$ cat src/rtl/cc_muxn_scan_sequencer_if.sv
// Bus bundle for cc_muxn_scan_sequencer.
//   master : the side that drives mode/enable/select/data/ready and consumes
//            z/channel/valid/frameDone/selError (testbench or upstream logic).
//   slave  : the sequencer itself.
interface cc_muxn_scan_sequencer_if #(
    parameter int NUM_CHANNELS = 8,
    parameter int DATAWIDTH    = 8,
    parameter int SELECTWIDTH  = 3
);
    logic                              CC_MUXSEQ_mode_In;
    logic                              CC_MUXSEQ_enable_In;
    logic [SELECTWIDTH-1:0]            CC_MUXSEQ_select_InBUS;
    logic                              CC_MUXSEQ_selectLoad_In;
    logic [NUM_CHANNELS*DATAWIDTH-1:0] CC_MUXSEQ_data_InBUS;
    logic                              CC_MUXSEQ_ready_In;
    logic [DATAWIDTH-1:0]              CC_MUXSEQ_z_OutBUS;
    logic [SELECTWIDTH-1:0]            CC_MUXSEQ_channel_OutBUS;
    logic                              CC_MUXSEQ_valid_Out;
    logic                              CC_MUXSEQ_frameDone_Out;
    logic                              CC_MUXSEQ_selError_Out;

    modport master (
        output CC_MUXSEQ_mode_In, CC_MUXSEQ_enable_In, CC_MUXSEQ_select_InBUS,
               CC_MUXSEQ_selectLoad_In, CC_MUXSEQ_data_InBUS, CC_MUXSEQ_ready_In,
        input  CC_MUXSEQ_z_OutBUS, CC_MUXSEQ_channel_OutBUS, CC_MUXSEQ_valid_Out,
               CC_MUXSEQ_frameDone_Out, CC_MUXSEQ_selError_Out
    );

    modport slave (
        input  CC_MUXSEQ_mode_In, CC_MUXSEQ_enable_In, CC_MUXSEQ_select_InBUS,
               CC_MUXSEQ_selectLoad_In, CC_MUXSEQ_data_InBUS, CC_MUXSEQ_ready_In,
        output CC_MUXSEQ_z_OutBUS, CC_MUXSEQ_channel_OutBUS, CC_MUXSEQ_valid_Out,
               CC_MUXSEQ_frameDone_Out, CC_MUXSEQ_selError_Out
    );
endinterface

$ cat src/rtl/cc_muxn_scan_sequencer.sv
// N-channel registered multiplexer with manual select and round-robin scan.
//   CC_MUXSEQ_CLOCK_50     : clock, rising edge
//   CC_MUXSEQ_RESET_InLow  : synchronous active-low reset
//   bus (slave)            : mode/enable/select/selectLoad/data/ready in,
//                            z/channel/valid/frameDone/selError out
// Manual mode re-registers data[manSel] every cycle. Scan mode dwells
// DWELL_CYCLES on each channel, samples it, and holds it under valid until
// ready, then advances the scan pointer (wrapping with a frameDone pulse).
module cc_muxn_scan_sequencer #(
    parameter int NUM_CHANNELS = 8,
    parameter int DATAWIDTH    = 8,
    parameter int SELECTWIDTH  = 3,
    parameter int DWELL_CYCLES = 4
) (
    input logic                     CC_MUXSEQ_CLOCK_50,
    input logic                     CC_MUXSEQ_RESET_InLow,
    cc_muxn_scan_sequencer_if.slave bus
);
    localparam int CNT_W = (DWELL_CYCLES > 1) ? $clog2(DWELL_CYCLES) : 1;
    localparam logic [CNT_W-1:0]       DWELL_RELOAD = CNT_W'(DWELL_CYCLES - 1);
    localparam logic [SELECTWIDTH:0]   NUM_CH_EXT   = (SELECTWIDTH+1)'(NUM_CHANNELS);
    localparam logic [SELECTWIDTH-1:0] LAST_CH      = SELECTWIDTH'(NUM_CHANNELS - 1);
    localparam int SEL_SPAN = 2 ** SELECTWIDTH;

    typedef enum logic [1:0] {IDLE, MANUAL, DWELL, PRESENT} state_t;

    logic clk, rstN;
    logic mode, enable, selectLoad, ready, scanRun;
    logic [SELECTWIDTH-1:0] select;

    assign clk        = CC_MUXSEQ_CLOCK_50;
    assign rstN       = CC_MUXSEQ_RESET_InLow;
    assign mode       = bus.CC_MUXSEQ_mode_In;
    assign enable     = bus.CC_MUXSEQ_enable_In;
    assign selectLoad = bus.CC_MUXSEQ_selectLoad_In;
    assign select     = bus.CC_MUXSEQ_select_InBUS;
    assign ready      = bus.CC_MUXSEQ_ready_In;
    assign scanRun    = mode & enable;

    // Channel table padded to the full select span so any select-width
    // index stays in range; padding entries are never selected.
    logic [DATAWIDTH-1:0] chan [SEL_SPAN];
    for (genvar k = 0; k < SEL_SPAN; k++) begin : gChan
        if (k < NUM_CHANNELS) begin : gReal
            assign chan[k] = bus.CC_MUXSEQ_data_InBUS[k*DATAWIDTH +: DATAWIDTH];
        end else begin : gPad
            assign chan[k] = '0;
        end
    end

    state_t                 state, stateNext;
    logic [CNT_W-1:0]       dwellCnt, dwellCntNext;
    logic [SELECTWIDTH-1:0] manSel, scanPtr, scanPtrNext;
    logic [DATAWIDTH-1:0]   zReg, zNext;
    logic [SELECTWIDTH-1:0] channelReg, channelNext;
    logic                   validReg, validNext;
    logic                   frameDoneReg, frameDoneNext;
    logic                   selErrorReg;

    // State register
    always_ff @(posedge clk) begin
        if (!rstN) state <= IDLE;
        else       state <= stateNext;
    end

    // Next-state logic
    always_comb begin
        stateNext = state;
        unique case (state)
            IDLE: begin
                if (!mode)        stateNext = MANUAL;
                else if (enable)  stateNext = DWELL;
            end
            MANUAL: begin
                if (mode) stateNext = IDLE;
            end
            DWELL: begin
                // Abort wins over the final dwell tick: no sample is taken.
                if (!scanRun)            stateNext = IDLE;
                else if (dwellCnt == '0) stateNext = PRESENT;
            end
            PRESENT: begin
                // valid is always high here, so ready alone completes it.
                if (ready) stateNext = scanRun ? DWELL : IDLE;
            end
            default: stateNext = IDLE;
        endcase
    end

    // Output / datapath next-value logic
    always_comb begin
        zNext         = zReg;
        channelNext   = channelReg;
        validNext     = validReg;
        frameDoneNext = 1'b0;
        scanPtrNext   = scanPtr;
        dwellCntNext  = dwellCnt;
        unique case (state)
            IDLE: begin
                validNext = 1'b0;
                if (scanRun) dwellCntNext = DWELL_RELOAD;
            end
            MANUAL: begin
                if (!mode) begin
                    zNext       = chan[manSel];
                    channelNext = manSel;
                    validNext   = 1'b1;
                end else begin
                    validNext   = 1'b0;
                end
            end
            DWELL: begin
                if (scanRun) begin
                    if (dwellCnt != '0) begin
                        dwellCntNext = dwellCnt - 1'b1;
                    end else begin
                        zNext       = chan[scanPtr];
                        channelNext = scanPtr;
                        validNext   = 1'b1;
                    end
                end
            end
            PRESENT: begin
                if (ready) begin
                    validNext = 1'b0;
                    if (scanPtr == LAST_CH) begin
                        scanPtrNext   = '0;
                        frameDoneNext = 1'b1;
                    end else begin
                        scanPtrNext   = scanPtr + 1'b1;
                    end
                    if (scanRun) dwellCntNext = DWELL_RELOAD;
                end
            end
            default: ;
        endcase
    end

    always_ff @(posedge clk) begin
        if (!rstN) begin
            zReg         <= '0;
            channelReg   <= '0;
            validReg     <= 1'b0;
            frameDoneReg <= 1'b0;
            scanPtr      <= '0;
            dwellCnt     <= '0;
        end else begin
            zReg         <= zNext;
            channelReg   <= channelNext;
            validReg     <= validNext;
            frameDoneReg <= frameDoneNext;
            scanPtr      <= scanPtrNext;
            dwellCnt     <= dwellCntNext;
        end
    end

    // Manual select load runs in every state, independent of the scan path.
    always_ff @(posedge clk) begin
        if (!rstN) begin
            manSel      <= '0;
            selErrorReg <= 1'b0;
        end else begin
            selErrorReg <= 1'b0;
            if (selectLoad) begin
                if ({1'b0, select} < NUM_CH_EXT) manSel      <= select;
                else                             selErrorReg <= 1'b1;
            end
        end
    end

    assign bus.CC_MUXSEQ_z_OutBUS       = zReg;
    assign bus.CC_MUXSEQ_channel_OutBUS = channelReg;
    assign bus.CC_MUXSEQ_valid_Out      = validReg;
    assign bus.CC_MUXSEQ_frameDone_Out  = frameDoneReg;
    assign bus.CC_MUXSEQ_selError_Out   = selErrorReg;
endmodule

$ cat src/flat_wrapper.sv
// flat-port wrapper written by rule: the top's interface ports become plain ports
module cc_muxn_scan_sequencer_flat 
#(
    parameter int NUM_CHANNELS = 8,
    parameter int DATAWIDTH    = 8,
    parameter int SELECTWIDTH  = 3,
    parameter int DWELL_CYCLES = 4
)
  (CC_MUXSEQ_CLOCK_50, CC_MUXSEQ_RESET_InLow, bus_CC_MUXSEQ_mode_In, bus_CC_MUXSEQ_enable_In, bus_CC_MUXSEQ_select_InBUS, bus_CC_MUXSEQ_selectLoad_In, bus_CC_MUXSEQ_data_InBUS, bus_CC_MUXSEQ_ready_In, bus_CC_MUXSEQ_z_OutBUS, bus_CC_MUXSEQ_channel_OutBUS, bus_CC_MUXSEQ_valid_Out, bus_CC_MUXSEQ_frameDone_Out, bus_CC_MUXSEQ_selError_Out);
  cc_muxn_scan_sequencer_if #(.NUM_CHANNELS(NUM_CHANNELS), .DATAWIDTH(DATAWIDTH), .SELECTWIDTH(SELECTWIDTH)) bus_i ();
  input logic CC_MUXSEQ_CLOCK_50;
  input logic CC_MUXSEQ_RESET_InLow;
  input wire logic [$bits(bus_i.CC_MUXSEQ_mode_In)-1:0] bus_CC_MUXSEQ_mode_In;
  input wire logic [$bits(bus_i.CC_MUXSEQ_enable_In)-1:0] bus_CC_MUXSEQ_enable_In;
  input wire logic [$bits(bus_i.CC_MUXSEQ_select_InBUS)-1:0] bus_CC_MUXSEQ_select_InBUS;
  input wire logic [$bits(bus_i.CC_MUXSEQ_selectLoad_In)-1:0] bus_CC_MUXSEQ_selectLoad_In;
  input wire logic [$bits(bus_i.CC_MUXSEQ_data_InBUS)-1:0] bus_CC_MUXSEQ_data_InBUS;
  input wire logic [$bits(bus_i.CC_MUXSEQ_ready_In)-1:0] bus_CC_MUXSEQ_ready_In;
  output wire logic [$bits(bus_i.CC_MUXSEQ_z_OutBUS)-1:0] bus_CC_MUXSEQ_z_OutBUS;
  output wire logic [$bits(bus_i.CC_MUXSEQ_channel_OutBUS)-1:0] bus_CC_MUXSEQ_channel_OutBUS;
  output wire logic [$bits(bus_i.CC_MUXSEQ_valid_Out)-1:0] bus_CC_MUXSEQ_valid_Out;
  output wire logic [$bits(bus_i.CC_MUXSEQ_frameDone_Out)-1:0] bus_CC_MUXSEQ_frameDone_Out;
  output wire logic [$bits(bus_i.CC_MUXSEQ_selError_Out)-1:0] bus_CC_MUXSEQ_selError_Out;
  assign bus_i.CC_MUXSEQ_mode_In = bus_CC_MUXSEQ_mode_In;
  assign bus_i.CC_MUXSEQ_enable_In = bus_CC_MUXSEQ_enable_In;
  assign bus_i.CC_MUXSEQ_select_InBUS = bus_CC_MUXSEQ_select_InBUS;
  assign bus_i.CC_MUXSEQ_selectLoad_In = bus_CC_MUXSEQ_selectLoad_In;
  assign bus_i.CC_MUXSEQ_data_InBUS = bus_CC_MUXSEQ_data_InBUS;
  assign bus_i.CC_MUXSEQ_ready_In = bus_CC_MUXSEQ_ready_In;
  assign bus_CC_MUXSEQ_z_OutBUS = bus_i.CC_MUXSEQ_z_OutBUS;
  assign bus_CC_MUXSEQ_channel_OutBUS = bus_i.CC_MUXSEQ_channel_OutBUS;
  assign bus_CC_MUXSEQ_valid_Out = bus_i.CC_MUXSEQ_valid_Out;
  assign bus_CC_MUXSEQ_frameDone_Out = bus_i.CC_MUXSEQ_frameDone_Out;
  assign bus_CC_MUXSEQ_selError_Out = bus_i.CC_MUXSEQ_selError_Out;
  cc_muxn_scan_sequencer #(.NUM_CHANNELS(NUM_CHANNELS), .DATAWIDTH(DATAWIDTH), .SELECTWIDTH(SELECTWIDTH), .DWELL_CYCLES(DWELL_CYCLES)) u_core (.CC_MUXSEQ_CLOCK_50(CC_MUXSEQ_CLOCK_50), .CC_MUXSEQ_RESET_InLow(CC_MUXSEQ_RESET_InLow), .bus(bus_i));
endmodule
$ cat config.mk
export PLATFORM = sky130hd
export DESIGN_NAME = cc_muxn_scan_sequencer_flat
export DESIGN_NICKNAME = d
export VERILOG_FILES = /design/src/rtl/cc_muxn_scan_sequencer_if.sv /design/src/rtl/cc_muxn_scan_sequencer.sv /design/src/flat_wrapper.sv
export SDC_FILE = /design/constraint.sdc
export NUM_CORES = 1
export LEC_CHECK = 0
export ABC_AREA = 1
export BUFFER_PORTS_ARGS = -buffer_cell sky130_fd_sc_hd__buf_2
export CORE_UTILIZATION = 40
export CTS_BUF_LIST = sky130_fd_sc_hd__clkbuf_16
export CTS_CLUSTER_SIZE = 20
export DETAILED_ROUTE_END_ITERATION = 8
export GPL_TIMING_DRIVEN = 0
export MAX_ROUTING_LAYER = met4
export PLACE_DENSITY = 0.66
export SLEW_MARGIN = 10
export SYNTH_ARGS = -nofsm -noshare
export SYNTH_HDL_FRONTEND = slang
export SYNTH_SLANG_ARGS = --single-unit
$ cat constraint.sdc
create_clock -name CC_MUXSEQ_CLOCK_50 -period 3 [get_ports CC_MUXSEQ_CLOCK_50]
set_input_delay 0.6 -clock CC_MUXSEQ_CLOCK_50 [delete_from_list [all_inputs] [get_ports CC_MUXSEQ_CLOCK_50]]
set_output_delay 0.6 -clock CC_MUXSEQ_CLOCK_50 [all_outputs]
set_load 0.01 [all_outputs]
Word level (Yosys, flattened, before mapping)

Cells that the tools add are included.

$add $sub $neg: 2
Multiply operators: 0
Divide/modulo/power cells: 0
$lt $le $gt $ge: 2
Equal/unequal tests: 12
Shift operators: 0
Multiplexer cells: 34
Bitwise logic cells: 3
Reduce and logical (&&, ||, !) cells: 11

Operators by type and width:

| kind                                                  | number |
|---|---|
| two-way mux 8 bit                                     | 7 |
| binary-select mux 8 bit (select 3 bit)                | 2 |
| two-way mux 2 bit                                     | 11 |
| one-hot mux 8 bit (2 select lines)                    | 1 |
| two-way mux 3 bit                                     | 4 |
| AND reduction 4 bit                                   | 3 |
| >= comparator 4 bit, second input constant            | 2 |
| inequality test 2 bit, second input constant          | 4 |
| NOT 3 -> 4 bit                                        | 2 |
| one-hot mux 2 bit (4 select lines)                    | 1 |
| inequality test 3 bit, second input constant          | 2 |
| one-hot mux 2 bit (3 select lines)                    | 1 |
| one-hot mux 3 bit (2 select lines)                    | 1 |
| AND reduction 3 bit                                   | 2 |
| two-way mux 1 bit                                     | 5 |
| == test 2 bit, second input constant                  | 2 |
| logical NOT 2 bit                                     | 2 |
| inequality test 2 x 1 -> 1 bit, second input constant | 2 |
| one-hot mux 1 bit (4 select lines)                    | 1 |
| nonzero test 2 bit                                    | 2 |
| adder 3 x 1 -> 3 bit, second input constant           | 1 |
| == test 3 bit, second input constant                  | 1 |
| nonzero test 3 bit                                    | 1 |
| == test 2 x 1 -> 1 bit, second input constant         | 1 |
| other kinds (3)                                       | 3 |

Bits in registers: 23
Bits in latches: 0
RAM bits: 0
Memory bits (read-only): 0
Bits of input ports: 73
Output and inout port bits: 14
Word-level logic and storage cells: 72
Memories: 0

Depth between registers and ports, before layout

Depth after elaboration: 7
Depth in mapped cells: 10
Mapped depth without buffers: 10

Worst setup path before layout

No wires, ideal clock.

Kind: register to register
Start: register u_core.state[0]
End: register u_core.zReg[4], in the netlist u_core.bus.CC_MUXSEQ_z_OutBUS[4]
Library setup time: 0.115 ns
Arrival time: 1.401 ns
Required time: 2.885 ns
Setup slack: 1.485 ns
Stages on the path, launching flop included: 11
Buffers on the path: 2
Clock period less this slack: 1.515 ns
Cells stage by stage: dfxtp_1 -> inv_1 -> ha_1 -> buf_2 -> nand2_2 -> nand2_2 -> nor2_4 -> buf_6 -> nand2_1 -> nor2_1 -> nor2_1

Word-level cells in the longest chain between the ends: 3
Elaborated cells on any way between the ends: 8
Those cells by class: eq/ne: 5; mux: 1; reduce/logical: 2

Ends and longest elaborated chain:

| item                                                           | line                          | RTL |
|---|---|---|
| start: declaration                                             | cc_muxn_scan_sequencer.sv:51  | `state_t state, stateNext;` |
| start signal: assignment                                       | cc_muxn_scan_sequencer.sv:63  | `else state <= stateNext;` |
| == test 2 x 1 -> 1 bit or == test 2 bit (tied branches)        | cc_muxn_scan_sequencer.sv:98  | `unique case (state)` |
| inequality test 2 bit (no source line) (tied with other cells) | -                             |  |
| AND reduction 4 bit (no source line)                           | -                             |  |
| end signal: assignment                                         | cc_muxn_scan_sequencer.sv:148 | `zReg <= zNext;` |
| end: declaration                                               | cc_muxn_scan_sequencer.sv:54  | `logic [DATAWIDTH-1:0] zReg, zNext;` |

Parallel ways exist; a longest one is shown, timed or not.
A chain may end at the register's enable or synchronous reset.

Final worst setup path

Start: register u_core.state[0]
End: register u_core.zReg[2], in the netlist u_core.bus.CC_MUXSEQ_z_OutBUS[2]

Same word-level chain as after synthesis.

==> run_results.csv <==
group,metric,value,unit
sta,grt_setup_unrepaired,"no",
layout,antenna_cells,0,
clocking,cts-resized-gates,0,
global_route,antenna_found_initial,0,
setup_path,worstPathRequired,3200,ps
routing,vias,3289,
layout,layout.core_utilization,0.507,
sta,min_period,2050,ps
global_route,grt_max_degree,13,
sta,tns,0,ps
setup_path,end_kind,"flip-flop",
clocking,clock_sinks,23,
outcome,outcome,"finished clean",
setup_path,critPathArrivalTime,2250,ps
placed_design,detailed_place_hpwl,6270,um
pwr,pwr-share-seq,0.292,
sta,fin_crit_sh,0.684,
routing,viasPerCell,5.01,
clocking,cts-root-buf,"clkbuf_16",
floorplanning,die_h,82.7,um
sta,clock_skew,1.41,ps
yosys,syn_area,2600,sq um
routing,drt-initial-drc-count,215,
floorplanning,core_area,6310,sq um
pwr,pwr_density_cell,455,nW/um^2
placed_design,dp_slack,1010,ps
clocking,path_clk_slew,60,ps
pwr,leakage,1.88,nW
global_route,grt_pass1_wl,13100,um
sta,finalMaxSlewViolations,0,
routing,remaining_drc_errors,0,
clocking,cts_tree,"done",
clocking,cts_setup_buffers,0,
clocking,ctsLongestPathBuffers,2,
placed_design,gp_congestion,0.922,
layout,finalInstanceArea,3200,sq um
sta,clock.fmax,487,MHz
global_route,grt_usage,0.259,
setup_path,start_kind,"flip-flop",
sta,fin_ws,948,ps
yosys,synth_cells,491,
yosys,syn_nets,575,
floorplanning,start_util,0.412,
layout,fin_nets,664,
yosys,yosysSeqAreaShare,0.177,
pwr,pwr-share-clk,0.195,
yosys,yosysWarnings,0,
sta,setup_viol,0,
routing,drtPass1Iterations,4,
clocking,h-tree-depth,1,
yosys,ys_ff_latch,23,
min_path,min_path_type,"reg -> reg",
yosys,synth_cell_type_count,26,
routing,ant_nets,0,
pwr,max-vdd-ir-drop,293,uV
sta,slew_headroom,0.466,
floorplanning,dieArea,6840,sq um
setup_path,path_class,"reg -> reg",
pwr,power.share.switching,0.415,
layout,drive_gt1_frac,0.212,
global_route,grt_pass1_vias,2813,
routing,routedWlPerCell,12.8,um
clocking,cts_hold_buf,0,
clocking,numCtsBuffers,3,
pwr,comb_power_share,0.513,
placed_design,io_buffers,84,
job,maxCapViolCount,0,
sta,worst_pin_slew,799,ps
placed_design,dpl_cell_area,3120,sq um
yosys,avgSynthCellArea,5.30,sq um
clocking,clock_latency,250,ps
floorplanning,rows,29,
setup_path,critical_path_peak_fanout,8,
layout,syn2layout_area_growth,22.9,%
routing,wl,8380,um
pwr,p_sw,0.000604,W
global_route,overflow,0,
floorplanning,fp.dieW,82.7,um
pwr,p_int,0.000852,W
floorplanning,ios,87,
sta,hold_viol,0,
-- sequential cells by signal, indices dropped and copies added, names as in the netlist --
register,count
u_core.bus.CC_MUXSEQ_frameDone_Out,1
u_core.bus.CC_MUXSEQ_z_OutBUS,8
u_core.scanPtr,3
u_core.state,2
u_core.manSel,3
u_core.dwellCnt,2
u_core.bus.CC_MUXSEQ_valid_Out,1
u_core.bus.CC_MUXSEQ_channel_OutBUS,3
-- metrics by stage --
step / hold slack (ps) / total power (W) / std cells
after global routing: 481 / 0.00159 / 656
after detailed placement: 443 / 0.00117 / 652
after CTS: 452 / 0.00146 / 656
final: 446 / 0.00146 / 656
after global placement: 432 / 0.00117 / 652
after floorplan: 454 / 0.000928 / 491
-- layer usage --
layer  GRT usage  part of all wire  vias to the layer above
met2       0.448              0.46                      150
met3      0.0363             0.075                       10
li1            -                 -                     1686
met4      0.0569             0.014                        0
met1       0.317              0.45                     1443
met5           -                 0                        -
-- placed cells by master (no fill, tap or decap) --
master,instances
a211oi_1,2
a21oi_1,8
a21oi_2,1
a31oi_1,2
buf_1,1
buf_2,94
buf_4,10
buf_6,4
clkbuf_1,1
clkbuf_16,3
clkinv_1,1
conb_1,1
dfxtp_1,23
ha_1,11
inv_1,75
inv_2,2
inv_4,2
nand2_1,176
nand2_2,3
nand3_1,76
nand3b_1,1
nor2_1,37
nor2_2,3
nor2_4,1
o21a_1,2
o21ai_0,22
o21ai_1,17
-- worst max-delay path: stages (launching register included) --
cell and delay (ps):
dfxtp_1 440, inv_1 140, ha_1 210, buf_2 170, nor2_1 620, nand2_1 140
nand3_1 110, nor2_1 80, nor2_1 80
-- kinds of logic after synthesis --
group           count (synthesis)  synth area share
simple gates                  297             0.475
other cells                     1           0.00144
flops                          23             0.177
compound gates                 54             0.110
fa+ha+maj                      11            0.0529
buf+inv                       105             0.184
-- cells in the mapped netlist --
cell,n,area share
o21a_1,2,0.0058
nor2_1,37,0.053
a211oi_1,2,0.0058
inv_4,2,0.0048
nand2_2,3,0.0072
nand3_1,76,0.15
inv_1,74,0.11
clkbuf_1,1,0.0014
nor2_4,1,0.0043
nand2_1,176,0.25
o21ai_1,17,0.033
clkinv_1,1,0.0014
a21oi_1,8,0.015
a31oi_1,2,0.0048
nand3b_1,1,0.0029
conb_1,1,0.0014
o21ai_0,22,0.042
buf_2,10,0.019
nor2_2,3,0.0072
buf_4,10,0.029
inv_2,2,0.0029
buf_1,1,0.0014
dfxtp_1,23,0.18
buf_6,4,0.017
a21oi_2,1,0.0034
ha_1,11,0.053
-- final cells by class --
class                   count  area [sq um]
fillers                   706          3110
multi-input cells         363          1660
flip-flops and latches     23           460
repair buffers             84           420
inverters                  79           302
plain buffers              26           178
well taps                  77          96.3
clock buffers               3          75.1
clock inverters             1          3.75
-- power groups by stage --
stage / Combinational [W] / Sequential (W) / Clock, W
after floorplan: 0.000474 / 0.000454 / 0
after global placement: 0.000734 / 0.000432 / 0
after detailed placement: 0.000742 / 0.000432 / 0
after CTS: 0.000745 / 0.000426 / 0.000293
after global routing: 0.000848 / 0.000438 / 0.000304
final: 0.000747 / 0.000424 / 0.000284
-- final timing paths --
kind	from	endpoint	slack (ps)	depth (start not counted)
setup / recovery	u_core.state[0]	u_core.bus.CC_MUXSEQ_z_OutBUS[2]	950	8
hold / removal	u_core.bus.CC_MUXSEQ_valid_Out	u_core.bus.CC_MUXSEQ_valid_Out	450	2
setup reg to reg	u_core.state[0]	u_core.bus.CC_MUXSEQ_z_OutBUS[2]	950	8
hold reg to reg	u_core.bus.CC_MUXSEQ_valid_Out	u_core.bus.CC_MUXSEQ_valid_Out	450	2
Note: power is estimated with default switching activity, not from simulation.
